File: config.mk
export PLATFORM = sky130hd
export DESIGN_NAME = spi_shift_master
export DESIGN_NICKNAME = d
export VERILOG_FILES = /design/src/rtl/spi_pkg.sv /design/src/rtl/spi_shift_master_clk_gen.sv /design/src/rtl/spi_shift_master.sv
export SDC_FILE = /design/constraint.sdc
export NUM_CORES = 1
export LEC_CHECK = 0
export CORE_ASPECT_RATIO = 0.9
export CORE_UTILIZATION = 33
export DETAILED_ROUTE_END_ITERATION = 6
export SLEW_MARGIN = 10
export SYNTH_ARGS = -nofsm -noshare
export SYNTH_HDL_FRONTEND = slang
export SYNTH_SLANG_ARGS = --single-unit
File: constraint.sdc
create_clock -name clk -period 2.5 [get_ports clk]
set_input_delay 0.625 -clock clk [delete_from_list [all_inputs] [get_ports clk]]
set_output_delay 0.625 -clock clk [all_outputs]
set_load 0.03 [all_outputs]
File: src/rtl/spi_pkg.sv
// Shared definitions for the SPI master shift engine.
//   - spi_state_t : transfer sequencer states
//   - MODE_CPOL / MODE_CPHA : bit positions inside the 2-bit mode field
//   - SPI_MODE0..3 : the four standard {CPOL,CPHA} mode encodings
package spi_pkg;

    typedef enum logic [1:0] {
        IDLE  = 2'd0,
        SETUP = 2'd1,
        SHIFT = 2'd2,
        HOLD  = 2'd3
    } spi_state_t;

    localparam int MODE_CPOL = 1;
    localparam int MODE_CPHA = 0;

    localparam logic [1:0] SPI_MODE0 = 2'b00;
    localparam logic [1:0] SPI_MODE1 = 2'b01;
    localparam logic [1:0] SPI_MODE2 = 2'b10;
    localparam logic [1:0] SPI_MODE3 = 2'b11;

endpackage

File: src/rtl/spi_shift_master_clk_gen.sv
// SCLK generator for the SPI master.
// Ports:
//   clk, reset  : system clock, synchronous active-low reset
//   run         : counter enable (any non-idle state); clear while low
//   shift_en    : allow sclk toggling on tick (shift phase only)
//   idle        : sequencer idle, sclk tracks idle_pol
//   idle_pol    : live CPOL to park sclk at while idle
//   cpol        : latched CPOL of the current transfer
//   tick        : one-cycle strobe every CLK_DIV enabled cycles
//   lead, trail : tick that produces a leading / trailing sclk edge
//   sclk        : registered SPI clock
module spi_clk_gen #(
    parameter int CLK_DIV = 2
) (
    input  logic clk,
    input  logic reset,
    input  logic run,
    input  logic shift_en,
    input  logic idle,
    input  logic idle_pol,
    input  logic cpol,
    output logic tick,
    output logic lead,
    output logic trail,
    output logic sclk
);

    localparam int DIV_W = (CLK_DIV > 1) ? $clog2(CLK_DIV) : 1;
    localparam logic [DIV_W-1:0] DIV_LAST = DIV_W'(CLK_DIV - 1);

    logic [DIV_W-1:0] half_cnt_r;
    logic             sclk_r;
    logic             tick_s;
    logic             lead_s;
    logic             trail_s;

    // Half-period counter; held at zero while not running so each transfer starts aligned.
    always_ff @(posedge clk) begin
        if (!reset) begin
            half_cnt_r <= '0;
        end else if (!run) begin
            half_cnt_r <= '0;
        end else if (half_cnt_r == DIV_LAST) begin
            half_cnt_r <= '0;
        end else begin
            half_cnt_r <= half_cnt_r + DIV_W'(1);
        end
    end

    // Tick and edge classification: an edge leaving the CPOL level is a leading edge.
    always_comb begin
        tick_s  = 1'b0;
        lead_s  = 1'b0;
        trail_s = 1'b0;
        if (run && (half_cnt_r == DIV_LAST)) begin
            tick_s  = 1'b1;
            lead_s  = shift_en && (sclk_r == cpol);
            trail_s = shift_en && (sclk_r != cpol);
        end else begin
            tick_s  = 1'b0;
        end
    end

    // SCLK register: parks at the live idle level, toggles only during shifting.
    always_ff @(posedge clk) begin
        if (!reset) begin
            sclk_r <= 1'b0;
        end else if (idle) begin
            sclk_r <= idle_pol;
        end else if (tick_s && shift_en) begin
            sclk_r <= ~sclk_r;
        end else begin
            sclk_r <= sclk_r;
        end
    end

    assign tick  = tick_s;
    assign lead  = lead_s;
    assign trail = trail_s;
    assign sclk  = sclk_r;

endmodule

File: src/rtl/spi_shift_master.sv
// Full-duplex SPI master shift engine, one chip select.
// Ports:
//   clk, reset    : system clock, synchronous active-low reset
//   start         : transfer request, accepted only while busy=0
//   tx_data       : word to send (latched on accepted start)
//   mode          : {CPOL,CPHA} (latched on accepted start)
//   lsb_first     : bit order (latched on accepted start)
//   rx_data       : received word, updated in the done cycle
//   busy, done    : transfer in progress / one-cycle completion pulse
//   sclk, mosi, cs_n : SPI pin outputs (all registered)
//   miso          : SPI serial input
module spi_shift_master
    import spi_pkg::*;
#(
    parameter int DATA_WIDTH = 8,
    parameter int CLK_DIV    = 2,
    localparam int CNT_W     = $clog2(2*DATA_WIDTH+1)
) (
    input  logic                  clk,
    input  logic                  reset,
    input  logic                  start,
    input  logic [DATA_WIDTH-1:0] tx_data,
    input  logic [1:0]            mode,
    input  logic                  lsb_first,
    output logic [DATA_WIDTH-1:0] rx_data,
    output logic                  busy,
    output logic                  done,
    output logic                  sclk,
    output logic                  mosi,
    input  logic                  miso,
    output logic                  cs_n
);

    localparam logic [CNT_W-1:0] LAST_EDGE = CNT_W'(2*DATA_WIDTH - 1);

    // Mirror a word so LSB-first transfers can share the MSB-first shifter.
    function automatic logic [DATA_WIDTH-1:0] bit_rev(input logic [DATA_WIDTH-1:0] v);
        logic [DATA_WIDTH-1:0] r;
        for (int i = 0; i < DATA_WIDTH; i++) begin
            r[i] = v[DATA_WIDTH-1-i];
        end
        return r;
    endfunction

    spi_state_t            state_r, next_state_s;
    logic [CNT_W-1:0]      edge_cnt_r;
    logic                  cpol_r, cpha_r, lsb_r;
    logic [DATA_WIDTH-1:0] tx_sh_r, rx_sh_r, rx_data_r;
    logic                  mosi_r, cs_n_r, busy_r, done_r;
    logic                  cs_n_nxt_s, busy_nxt_s;
    logic                  idle_s, run_s, shift_en_s, accept_s, finish_s;
    logic                  advance_s, sample_s;
    logic                  tick_s, lead_s, trail_s, sclk_s;

    spi_clk_gen #(.CLK_DIV(CLK_DIV)) u_clk_gen (
        .clk      (clk),
        .reset    (reset),
        .run      (run_s),
        .shift_en (shift_en_s),
        .idle     (idle_s),
        .idle_pol (mode[MODE_CPOL]),
        .cpol     (cpol_r),
        .tick     (tick_s),
        .lead     (lead_s),
        .trail    (trail_s),
        .sclk     (sclk_s)
    );

    // State register.
    always_ff @(posedge clk) begin
        if (!reset) begin
            state_r <= IDLE;
        end else begin
            state_r <= next_state_s;
        end
    end

    // Next-state logic.
    always_comb begin
        next_state_s = state_r;
        case (state_r)
            IDLE:    if (start) next_state_s = SETUP; else next_state_s = IDLE;
            SETUP:   if (tick_s) next_state_s = SHIFT; else next_state_s = SETUP;
            SHIFT:   if (tick_s && (edge_cnt_r == LAST_EDGE)) next_state_s = HOLD;
                     else next_state_s = SHIFT;
            HOLD:    if (tick_s) next_state_s = IDLE; else next_state_s = HOLD;
            default: next_state_s = IDLE;
        endcase
    end

    // Output/strobe decode; cs_n and busy are derived from the next state so they register in step.
    always_comb begin
        idle_s     = (state_r == IDLE);
        run_s      = !idle_s;
        shift_en_s = (state_r == SHIFT);
        accept_s   = idle_s && start;
        finish_s   = (state_r == HOLD) && tick_s;
        cs_n_nxt_s = (next_state_s == IDLE);
        busy_nxt_s = (next_state_s != IDLE);
        // First leading edge and final trailing edge never move mosi.
        if (cpha_r) begin
            advance_s = lead_s && (edge_cnt_r != '0);
            sample_s  = trail_s;
        end else begin
            advance_s = trail_s && (edge_cnt_r != LAST_EDGE);
            sample_s  = lead_s;
        end
    end

    // Registered control outputs.
    always_ff @(posedge clk) begin
        if (!reset) begin
            cs_n_r <= 1'b1;
            busy_r <= 1'b0;
            done_r <= 1'b0;
        end else begin
            cs_n_r <= cs_n_nxt_s;
            busy_r <= busy_nxt_s;
            done_r <= finish_s;
        end
    end

    // Shadow registers, shifters and edge counter.
    always_ff @(posedge clk) begin
        if (!reset) begin
            cpol_r     <= 1'b0;
            cpha_r     <= 1'b0;
            lsb_r      <= 1'b0;
            tx_sh_r    <= '0;
            rx_sh_r    <= '0;
            rx_data_r  <= '0;
            mosi_r     <= 1'b0;
            edge_cnt_r <= '0;
        end else if (accept_s) begin
            cpol_r     <= mode[MODE_CPOL];
            cpha_r     <= mode[MODE_CPHA];
            lsb_r      <= lsb_first;
            tx_sh_r    <= lsb_first ? bit_rev(tx_data) : tx_data;
            mosi_r     <= lsb_first ? tx_data[0] : tx_data[DATA_WIDTH-1];
            rx_sh_r    <= '0;
            edge_cnt_r <= '0;
        end else begin
            if (tick_s && shift_en_s) begin
                edge_cnt_r <= edge_cnt_r + CNT_W'(1);
            end
            if (advance_s) begin
                tx_sh_r <= tx_sh_r << 1;
                mosi_r  <= tx_sh_r[DATA_WIDTH-2];
            end
            if (sample_s) begin
                rx_sh_r <= {rx_sh_r[DATA_WIDTH-2:0], miso};
            end
            if (finish_s) begin
                rx_data_r <= lsb_r ? bit_rev(rx_sh_r) : rx_sh_r;
            end
        end
    end

    assign rx_data = rx_data_r;
    assign busy    = busy_r;
    assign done    = done_r;
    assign sclk    = sclk_s;
    assign mosi    = mosi_r;
    assign cs_n    = cs_n_r;

endmodule

==> results of run 1 <==
==> metrics by stage <==
step | setup slack, ns | instances | area [sq um]
floorplan | 0.708 | 200 | 1820
CTS | 0.406 | 293 | 2260
detailed placement | 0.466 | 285 | 2140
global placement | 0.483 | 285 | 2140
finish | 0.422 | 293 | 2260
global route | 0.353 | 293 | 2260
==> cell usage after synthesis <==
library cell  number
nand2_1           45
dfxtp_1           39
mux2i_1           24
clkbuf_1          10
a21oi_1            8
nand3_1            8
nor2_1             8
o211a_1            8
o211ai_1           8
inv_1              6
a21boi_0           4
ha_1               3
xnor2_1            3
and2_1             2
and3_1             2
buf_4              2
nand4_1            2
o21ai_0            2
xor2_1             2
a211oi_1           1
and3b_1            1
buf_2              1
buf_6              1
mux2_2             1
nand2b_1           1
nand3_4            1
nor2b_1            1
nor3b_1            1
nor3b_2            1
o22ai_1            1
or4b_2             1
or4b_4             1
xnor3_1            1
==> power groups by stage <==
| stage | clock network [mW] | logic (mW) | registers (mW) |
|---|---|---|---|
| after global placement | 0 | 0.167 | 0.682 |
| after floorplan | 0 | 0.105 | 0.685 |
| after detailed placement | 0 | 0.168 | 0.682 |
| after global routing | 0.579 | 0.184 | 0.671 |
| final | 0.518 | 0.166 | 0.667 |
| after CTS | 0.543 | 0.168 | 0.667 |
==> routing by layer <==
layer  share of wire  vias to the layer above
li1                -                      739
met1            0.55                      621
met2            0.40                       22
met3           0.032                        4
met4           0.012                        0
met5               0                        -
==> worst max path at each step <==
stage	slack [ns]	start	cells after the start	end
finish	0.42	u_clk_gen.sclk	1	sclk
global route	0.35	u_clk_gen.sclk	1	sclk
CTS	0.41	u_clk_gen.sclk	1	sclk
detailed placement	0.47	lsb_first	4	tx_sh_r[0]
global placement	0.48	lsb_first	4	tx_sh_r[0]
floorplan	0.71	edge_cnt_r[0]	6	mosi
==> logic make-up (layout without fill, tap and decap cells) <==
kind of cell | count (synthesis) | after routing
XOR/XNOR | 6 | 6
multiplexers | 25 | 25
AO/OA/AOI/OAI | 32 | 32
buffers and inverters | 20 | 46
adder cells (fa/ha/maj) | 3 | 3
AND/OR/NAND/NOR | 75 | 75
flip-flops | 39 | 39
==> registers in the layout (all words and copies together) (netlist names), 2 cells and up <==
| signal | flops |
|---|---|
| edge_cnt_r | 5 |
| rx_data | 8 |
| rx_sh_r | 8 |
| state_r | 2 |
| tx_sh_r | 7 |
==> tightest hold or removal path: stages, from the launching register on <==
cell and delay (ns):
dfxtp_1 0.31, nand2_1 0.05, mux2i_1 0.05
==> layout make-up <==
class,count,area share
clock inverter,3,0.0194
timing repair buffer,32,0.136
clock buffer,5,0.0305
tap,67,0.0372
sequential,39,0.346
multi-input combinational,141,0.420
inverter,6,0.00998
==> key figures, run 1 <==
Worst setup path
  – Largest delay share family, worst path: buffers and inverters
  – CP Data Arrival Time: 1.45 ns
  – Worst-path cell chain: clkdlybuf4s50_1
  – RR Endpoint: tx_sh_r[1]
  – Buffer and inverter count on the worst path: 1
  – Startpoint types: flip-flop
  – Crit-path slowest cell: clkdlybuf4s50_1
  – Worst Path Required: 1.88 ns
  – Setup slack, reg-to-reg: 0.58 ns
  – CP Class: flip-flop to output port
  – Crit end category: output port
  – R2R Path Start: edge_cnt_r[0]
  – Peak per-stage delay on the critical path: 0.72 ns
  – Largest fanout on the critical path: 5
  – Reg2Reg Depth: 6

Power
  – Worst VDD drop: 0.250 mV
  – Sequential power share: 0.494
  – Sw Ratio: 0.243
  – Static leakage: 0.934 nW
  – Net Switching: 328 uW
  – Total power: 1.35 mW
  – Power Internal: 1.02 mW
  – Combinational power share: 0.123
  – Clock power frac: 0.384
  – Pwr/cell area: 599 mW/mm^2

Finish
  – Util after Layout: 0.427
  – Final net count: 243
  – Multi-input gate area: 948 sq um
  – Fillers: 528
  – N_diodes: 0
  – FF+latch area: 781 sq um
  – Commonest non-fill, non-tap cell in the layout: nand2_1
  – Commonest cells after routing, fill and taps aside: nand2_1, dfxtp_1, clkdlybuf4s50_1
  – Layout cells sized above 1: 0.0796
  – Area Overhead vs Synth: 23.9%

Global route
  – Met2 GRT Util: 0.180
  – Top Usage Layer GRT: met1
  – Largest net degree at the start of global routing: 22
  – Total GRT Usage: 0.132
  – Global-route wire length before repair: 5900 um
  – Initial antenna violation count: 0
  – Vias in the first global route: 1267
  – Grt met1 use: 0.191
  – Global route overflow: 0
  – Global-route met3 utilization: 0.0415

Synthesis
  – Share of the synthesized area in the top cell type: 0.429
  – Mapped Nets: 218
  – Largest cells by area after synthesis: dfxtp_1, mux2i_1, nand2_1
  – Xor/xnor share of the synthesized area: 0.0364
  – Mean Syn Cell Area: 9.10 sq um
  – Yosys reg bits: 39
  – Cell taking the most area after synthesis: dfxtp_1
  – Post-synthesis simple-gate area fraction: 0.197
  – Post-synthesis cell area: 0.00182 sq mm
  – Cells after Synth: 200
  – Compound-Gate Fraction of Synth Area: 0.129
  – Post-Synth Adder-Cell Area: 0.0206
  – Unique masters post-synth: 33
  – Post-synthesis mux area share: 0.138
  – Largest family of logic cells by synthesized area: simple AND/OR/NAND/NOR gates
  – Synth warnings: 0
  – Part of the Yosys area used for sequential elements: 0.429

Routing
  – Final wirelength: 3300 um
  – DRC violations left: 0
  – Via count: 1386
  – Wire per inst: 11.2 um
  – Via density: 4.73
  – Post-route ant nets: 0
  – First-pass iteration count of the detailed router: 4
  – Initial drt markers: 58

STA
  – Fmax: 481 MHz
  – Max-Slew Margin vs Limit: 0.657
  – Clock Skews: 0.00727 ns
  – RSZ-0062 raised after global routing: no
  – WHS: 0.460 ns
  – Final hold violations: 0
  – Fin. max-slew vios: 0
  – Slew @ Worst Pin: 0.514 ns
  – Crit path time final: 2.08 ns
  – Crit share post-route: 0.831
  – Final setup fails: 0
  – Setup total negative slack: 0 ns

Worst hold path
  – Hold depth: 2
  – Hold endpoint: tx_sh_r[5]
  – Worst min-delay path category: flip-flop to flip-flop
  – Critical hold path startpoint: tx_sh_r[5]

Place
  – IO buf count: 27
  – Final weighted congestion in routability-driven placement: 0.738
  – Detailed Place HPWL: 2380 um

Clock network
  – CTS buffer count: 5
  – CTS sink cnt: 39
  – Clock buffer depth: 2
  – CTS Root Cell: clkbuf_8
  – Clock-pin slew on the worst setup and hold paths: 0.08 ns
  – CTS tree: yes
  – Post-CTS resize count: 0
  – # hold bufs at CTS: 0
  – Setup Fix Bufs, Post-CTS: 0
  – H-tree depth: 2
  – Clk_lat worst skew: 0.29 ns

Floorplanning
  – Die W: 80.3 um
  – # rows: 25
  – Initial Utilization: 0.344
  – I/O pins: 28
  – Die height: 72.5 um
  – Core region area: 0.00529 sq mm
  – Die ar.: 0.00582 sq mm

Run
  – Max Cap Viol: 0

Run status
  – Status: finished, final reports clean
Power figures use the tool's default switching activity.
==> inputs of run 2 (changes only) <==
clock period = 1.8 ns   (was 2.5 ns; I/O delays follow)
==> run 2 against run 1 <==
Via count is 4.8% higher. Core utilization is 1.8 points higher. Cell count is 3.4% higher. Clock skew is 0.0035 ns higher. Global-route usage is 0.27 points higher. Routed wire length is 5.1% higher. Largest power group unchanged. Highest routed layer unchanged. Sequential power is 38% higher.
==> key figures, run 2 (synthesis results as in run 1) <==
Finish
  – Fillers: 525
  – N_diodes: 0
  – Commonest non-fill, non-tap cell in the layout: nand2_1
  – Area Overhead vs Synth: 29.1%
  – Final net count: 253
  – Commonest cells after routing, fill and taps aside: nand2_1, dfxtp_1, clkdlybuf4s50_1
  – Layout cells sized above 1: 0.131

Worst setup path
  – Crit end category: flip-flop
  – CP Data Arrival Time: 2.01 ns
  – CP Class: flip-flop to flip-flop
  – Largest fanout on the critical path: 8
  – Reg2Reg Depth: 6
  – Startpoint types: flip-flop
  – Worst Path Required: 2.01 ns

Floorplanning
  – Initial Utilization: 0.344
  – Core region area: 0.00529 sq mm
  – # rows: 25
  – Die ar.: 0.00582 sq mm
  – Die height: 72.5 um
  – I/O pins: 28
  – Die W: 80.3 um

Power
  – Pwr/cell area: 743 mW/mm^2
  – Total power: 1.75 mW
  – Worst VDD drop: 0.273 mV
  – Static leakage: 0.995 nW

Routing
  – Initial drt markers: 75
  – First-pass iteration count of the detailed router: 4
  – Wire per inst: 11.4 um
  – Final wirelength: 3460 um
  – DRC violations left: 0
  – Via density: 4.79
  – Via count: 1452
  – Post-route ant nets: 0

STA
  – Clock Skews: 0.0107 ns
  – Final hold violations: 0
  – Fin. max-slew vios: 0
  – RSZ-0062 raised after global routing: yes
  – Slew @ Worst Pin: 0.548 ns
  – Final setup fails: 0
  – Crit path time final: 1.80 ns
  – Fin worst setup slack: 0.00283 ns
  – Max-Slew Margin vs Limit: 0.634
  – Crit share post-route: 0.998
  – Fmax: 556 MHz

Clock network
  – Clk_lat worst skew: 0.29 ns
  – H-tree depth: 2
  – CTS sink cnt: 39
  – CTS buffer count: 5
  – Clock-pin slew on the worst setup and hold paths: 0.07 ns
  – CTS tree: yes
  – Clock buffer depth: 2
  – CTS Root Cell: clkbuf_8

Global route
  – Vias in the first global route: 1359
  – Grt met1 use: 0.178
  – Top Usage Layer GRT: met2
  – Met2 GRT Util: 0.209
  – Initial antenna violation count: 0
  – Global-route wire length before repair: 6070 um
  – Largest net degree at the start of global routing: 20
  – Global-route met3 utilization: 0.0453
  – Total GRT Usage: 0.135
  – Global route overflow: 0

Run
  – Max Cap Viol: 0

Place
  – Setup WS pre-CTS: -0.0954 ns
  – IO buf count: 27
  – Detailed Place HPWL: 2440 um
  – Final weighted congestion in routability-driven placement: 0.743

Worst hold path
  – Worst min-delay path category: flip-flop to flip-flop
  – Hold depth: 2

Run status
  – Status: finished, final reports clean
==> run 2: cell types whose count changed in the layout (fill, tap and decap cells not counted), sizes merged <==
cell,change
buf,+10
bufinv,-1
clkbuf,+2
clkdlybuf4s50,-2
clkinv,-1
dlygate4sd2,+1
dlymetal6s2s,+1
==> run 2: layout make-up <==
| class | count | area (sq um) | area share |
|---|---|---|---|
| Multi-Input combinational cell | 141 | 982 | 0.418 |
| Sequential cell | 39 | 783 | 0.333 |
| Timing Repair Buffer | 42 | 397 | 0.169 |
| Tap cell | 67 | 83.8 | 0.0357 |
| Clock buffer | 7 | 76.3 | 0.0325 |
| Inverter | 6 | 22.5 | 0.00958 |
| Clock inverter | 1 | 5.00 | 0.00213 |
==> run 2: through the flow <==
step / instances / hold WS (ns) / TNS (ns) / area [sq um] / utilization
floorplan: 200 / 0.435 / 0 / 1820 / -
global placement: 294 / 0.442 / -0.00760 / 2220 / 0.421
detailed placement: 294 / 0.452 / -0.379 / 2220 / 0.421
CTS: 303 / 0.464 / -0.113 / 2340 / 0.442
global route: 303 / 0.488 / -0.138 / 2350 / 0.444
finish: 303 / 0.464 / 0 / 2350 / 0.444
==> run 2: path summary, 6_finish.rpt <==
| kind | to | slack, ns | start |
|---|---|---|---|
| worst max register to register | tx_sh_r[3] | 0.003 | edge_cnt_r[1] |
| worst min-delay path | tx_sh_r[0] | 0.46 | tx_sh_r[0] |
| worst max-delay path | tx_sh_r[3] | 0.003 | edge_cnt_r[1] |
| worst min register to register | tx_sh_r[0] | 0.46 | tx_sh_r[0] |
==> run 2: what timing repair did <==
| item | 4_1_cts | 5_1_grt |
|---|---|---|
| gates cloned | 0 | 0 |
| endpoints found under the setup margin | 9 | 9 |
| hold buffers | 0 | 0 |
| buffers inserted | 1 | 0 |
| gates resized for setup | 7 | 3 |
| pin swaps | 2 | 3 |
==> run 2: worst max-delay path, stage by stage (launching register included) <==
cell	delay, ns
dfxtp_2	0.34
ha_4	0.15
and3_4	0.18
ha_4	0.15
or4b_4	0.52
nand3_4	0.17
mux2i_1	0.22
==> run 2: power by group <==
part | switching [mW] | internal [mW]
clock network | 0.291 | 0.272
registers | 0.0271 | 0.895
logic | 0.129 | 0.132
total | 0.447 | 1.30
==> run 2: routing by layer <==
| metal | wire [um] | up-vias |
|---|---|---|
| met1 | 1860 | 661 |
| met2 | 1440 | 27 |
| met3 | 123 | 6 |
| met5 | 0 | - |
| li1 | - | 758 |
| met4 | 40 | 0 |
==> inputs of run 3 (changes only) <==
clock period = 2.1 ns   (was 1.8 ns; I/O delays follow)
==> run 3 against run 2 <==
Core utilization decreased by 1.2 points. Flip-flop and latch count unchanged. Non-clock buffer count is 6 lower. Routed wire length decreased by 3.0%. Highest routed layer unchanged. Fmax fell by 6.5%. Cell count decreased by 2.0%. Power fell by 6.8%. Worst hold slack got worse by 0.0036 ns.
==> key figures, run 3 (synthesis results as in run 1) <==
Worst setup path
  – Buffer and inverter count on the worst path: 0
  – Startpoint types: flip-flop
  – Worst-path cell chain: ha_1 > and3_1 > ha_1 > or4b_4 > nand3_4 > mux2i_1
  – Most numerous cell on the critical path: ha_1
  – Largest delay share family, worst path: simple AND/OR/NAND/NOR gates
  – CP Class: flip-flop to flip-flop
  – CP Data Arrival Time: 2.15 ns
  – Largest fanout on the critical path: 8
  – Crit end category: flip-flop
  – Peak per-stage delay on the critical path: 0.53 ns
  – Crit-path slowest cell: or4b_4
  – Worst Path Required: 2.32 ns

Floorplanning
  – Die height: 72.5 um
  – Initial Utilization: 0.344
  – Core region area: 0.00529 sq mm
  – I/O pins: 28
  – Die ar.: 0.00582 sq mm
  – Die W: 80.3 um
  – # rows: 25

Place
  – Final weighted congestion in routability-driven placement: 0.711
  – Placed inst area: 0.00217 sq mm
  – Setup WS pre-CTS: 0.171 ns
  – IO buf count: 27
  – Detailed Place HPWL: 2400 um

STA
  – WHS: 0.461 ns
  – RSZ-0062 raised after global routing: no
  – Crit path time final: 1.92 ns
  – Final setup fails: 0
  – Setup total negative slack: 0 ns
  – Clock Skews: 0.0133 ns
  – Fin worst setup slack: 0.177 ns
  – Max-Slew Margin vs Limit: 0.649
  – Final hold violations: 0
  – Fmax: 520 MHz
  – Crit share post-route: 0.916
  – Slew @ Worst Pin: 0.527 ns
  – Fin. max-slew vios: 0

Finish
  – Layout cells sized above 1: 0.0957
  – Commonest cells after routing, fill and taps aside: nand2_1, dfxtp_1, clkdlybuf4s50_1
  – Commonest non-fill, non-tap cell in the layout: nand2_1
  – N_diodes: 0
  – Fillers: 516
  – Area Overhead vs Synth: 25.6%
  – Post-layout instance area: 0.00229 sq mm
  – Util after Layout: 0.432
  – Final net count: 247

Routing
  – Via density: 4.75
  – Wire per inst: 11.3 um
  – DRC violations left: 0
  – Final wirelength: 3360 um
  – Post-route ant nets: 0
  – Initial drt markers: 56
  – First-pass iteration count of the detailed router: 4
  – Via count: 1410

Power
  – Worst VDD drop: 0.309 mV
  – Static leakage: 0.954 nW
  – Pwr/cell area: 712 mW/mm^2

Clock network
  – CTS tree: yes
  – CTS sink cnt: 39
  – CTS buffer count: 5
  – H-tree depth: 2
  – Clk_lat worst skew: 0.30 ns
  – Setup Fix Bufs, Post-CTS: 0
  – Clock buffer depth: 2
  – # hold bufs at CTS: 0
  – Post-CTS resize count: 0
  – CTS Root Cell: clkbuf_8
  – Clock-pin slew on the worst setup and hold paths: 0.07 ns

Worst hold path
  – Worst min-delay path category: flip-flop to flip-flop

Run
  – Max Cap Viol: 0

Global route
  – Largest net degree at the start of global routing: 22
  – Vias in the first global route: 1234
  – Global route overflow: 0
  – Total GRT Usage: 0.129
  – Global-route wire length before repair: 5690 um
  – Initial antenna violation count: 0

Run status
  – Status: finished, final reports clean
-- run 3: per-stage QoR --
stage / std cells / total power, mW
after floorplan: 200 / 0.941
after detailed placement: 289 / 1.02
after CTS: 297 / 1.65
final: 297 / 1.63
after global routing: 297 / 1.71
after global placement: 289 / 1.02
-- run 3: worst paths after layout --
kind	endpoint	startpoint	slack (ns)	depth (start not counted)
setup / recovery	tx_sh_r[1]	edge_cnt_r[0]	0.18	6
hold reg to reg	tx_sh_r[6]	tx_sh_r[6]	0.46	2
hold / removal	tx_sh_r[6]	tx_sh_r[6]	0.46	2
setup reg to reg	tx_sh_r[1]	edge_cnt_r[0]	0.18	6
-- run 3: final cells by class --
type	count	area, sq um	area share
inverters	6	22.5	0.00985
multi-input cells	141	948	0.415
flip-flops and latches	39	781	0.342
clock inverters	3	43.8	0.0192
well taps	67	83.8	0.0367
clock buffers	5	68.8	0.0301
repair buffers	36	338	0.148
-- run 3: worst register-to-register path: cells and delay by family, from the launching register on --
family / cells / cell delay, ns
simple gates: 3 / 0.88
mux: 1 / 0.20
flops: 1 / 0.34
fa+ha+maj: 2 / 0.42
-- run 3: routing by layer --
| layer | wire length, um | GRT usage |
|---|---|---|
| met4 | 27 | 0.0417 |
| met2 | 1430 | 0.181 |
| met3 | 105 | 0.0491 |
| met5 | 0 | 0 |
| met1 | 1800 | 0.180 |
-- run 3: power by group --
part	leakage [nW]	switching [mW]	internal (mW)	total, mW
Combinational	0.579	0.107	0.104	0.211
Clock	0.0581	0.272	0.354	0.626
Sequential	0.317	0.0239	0.767	0.791
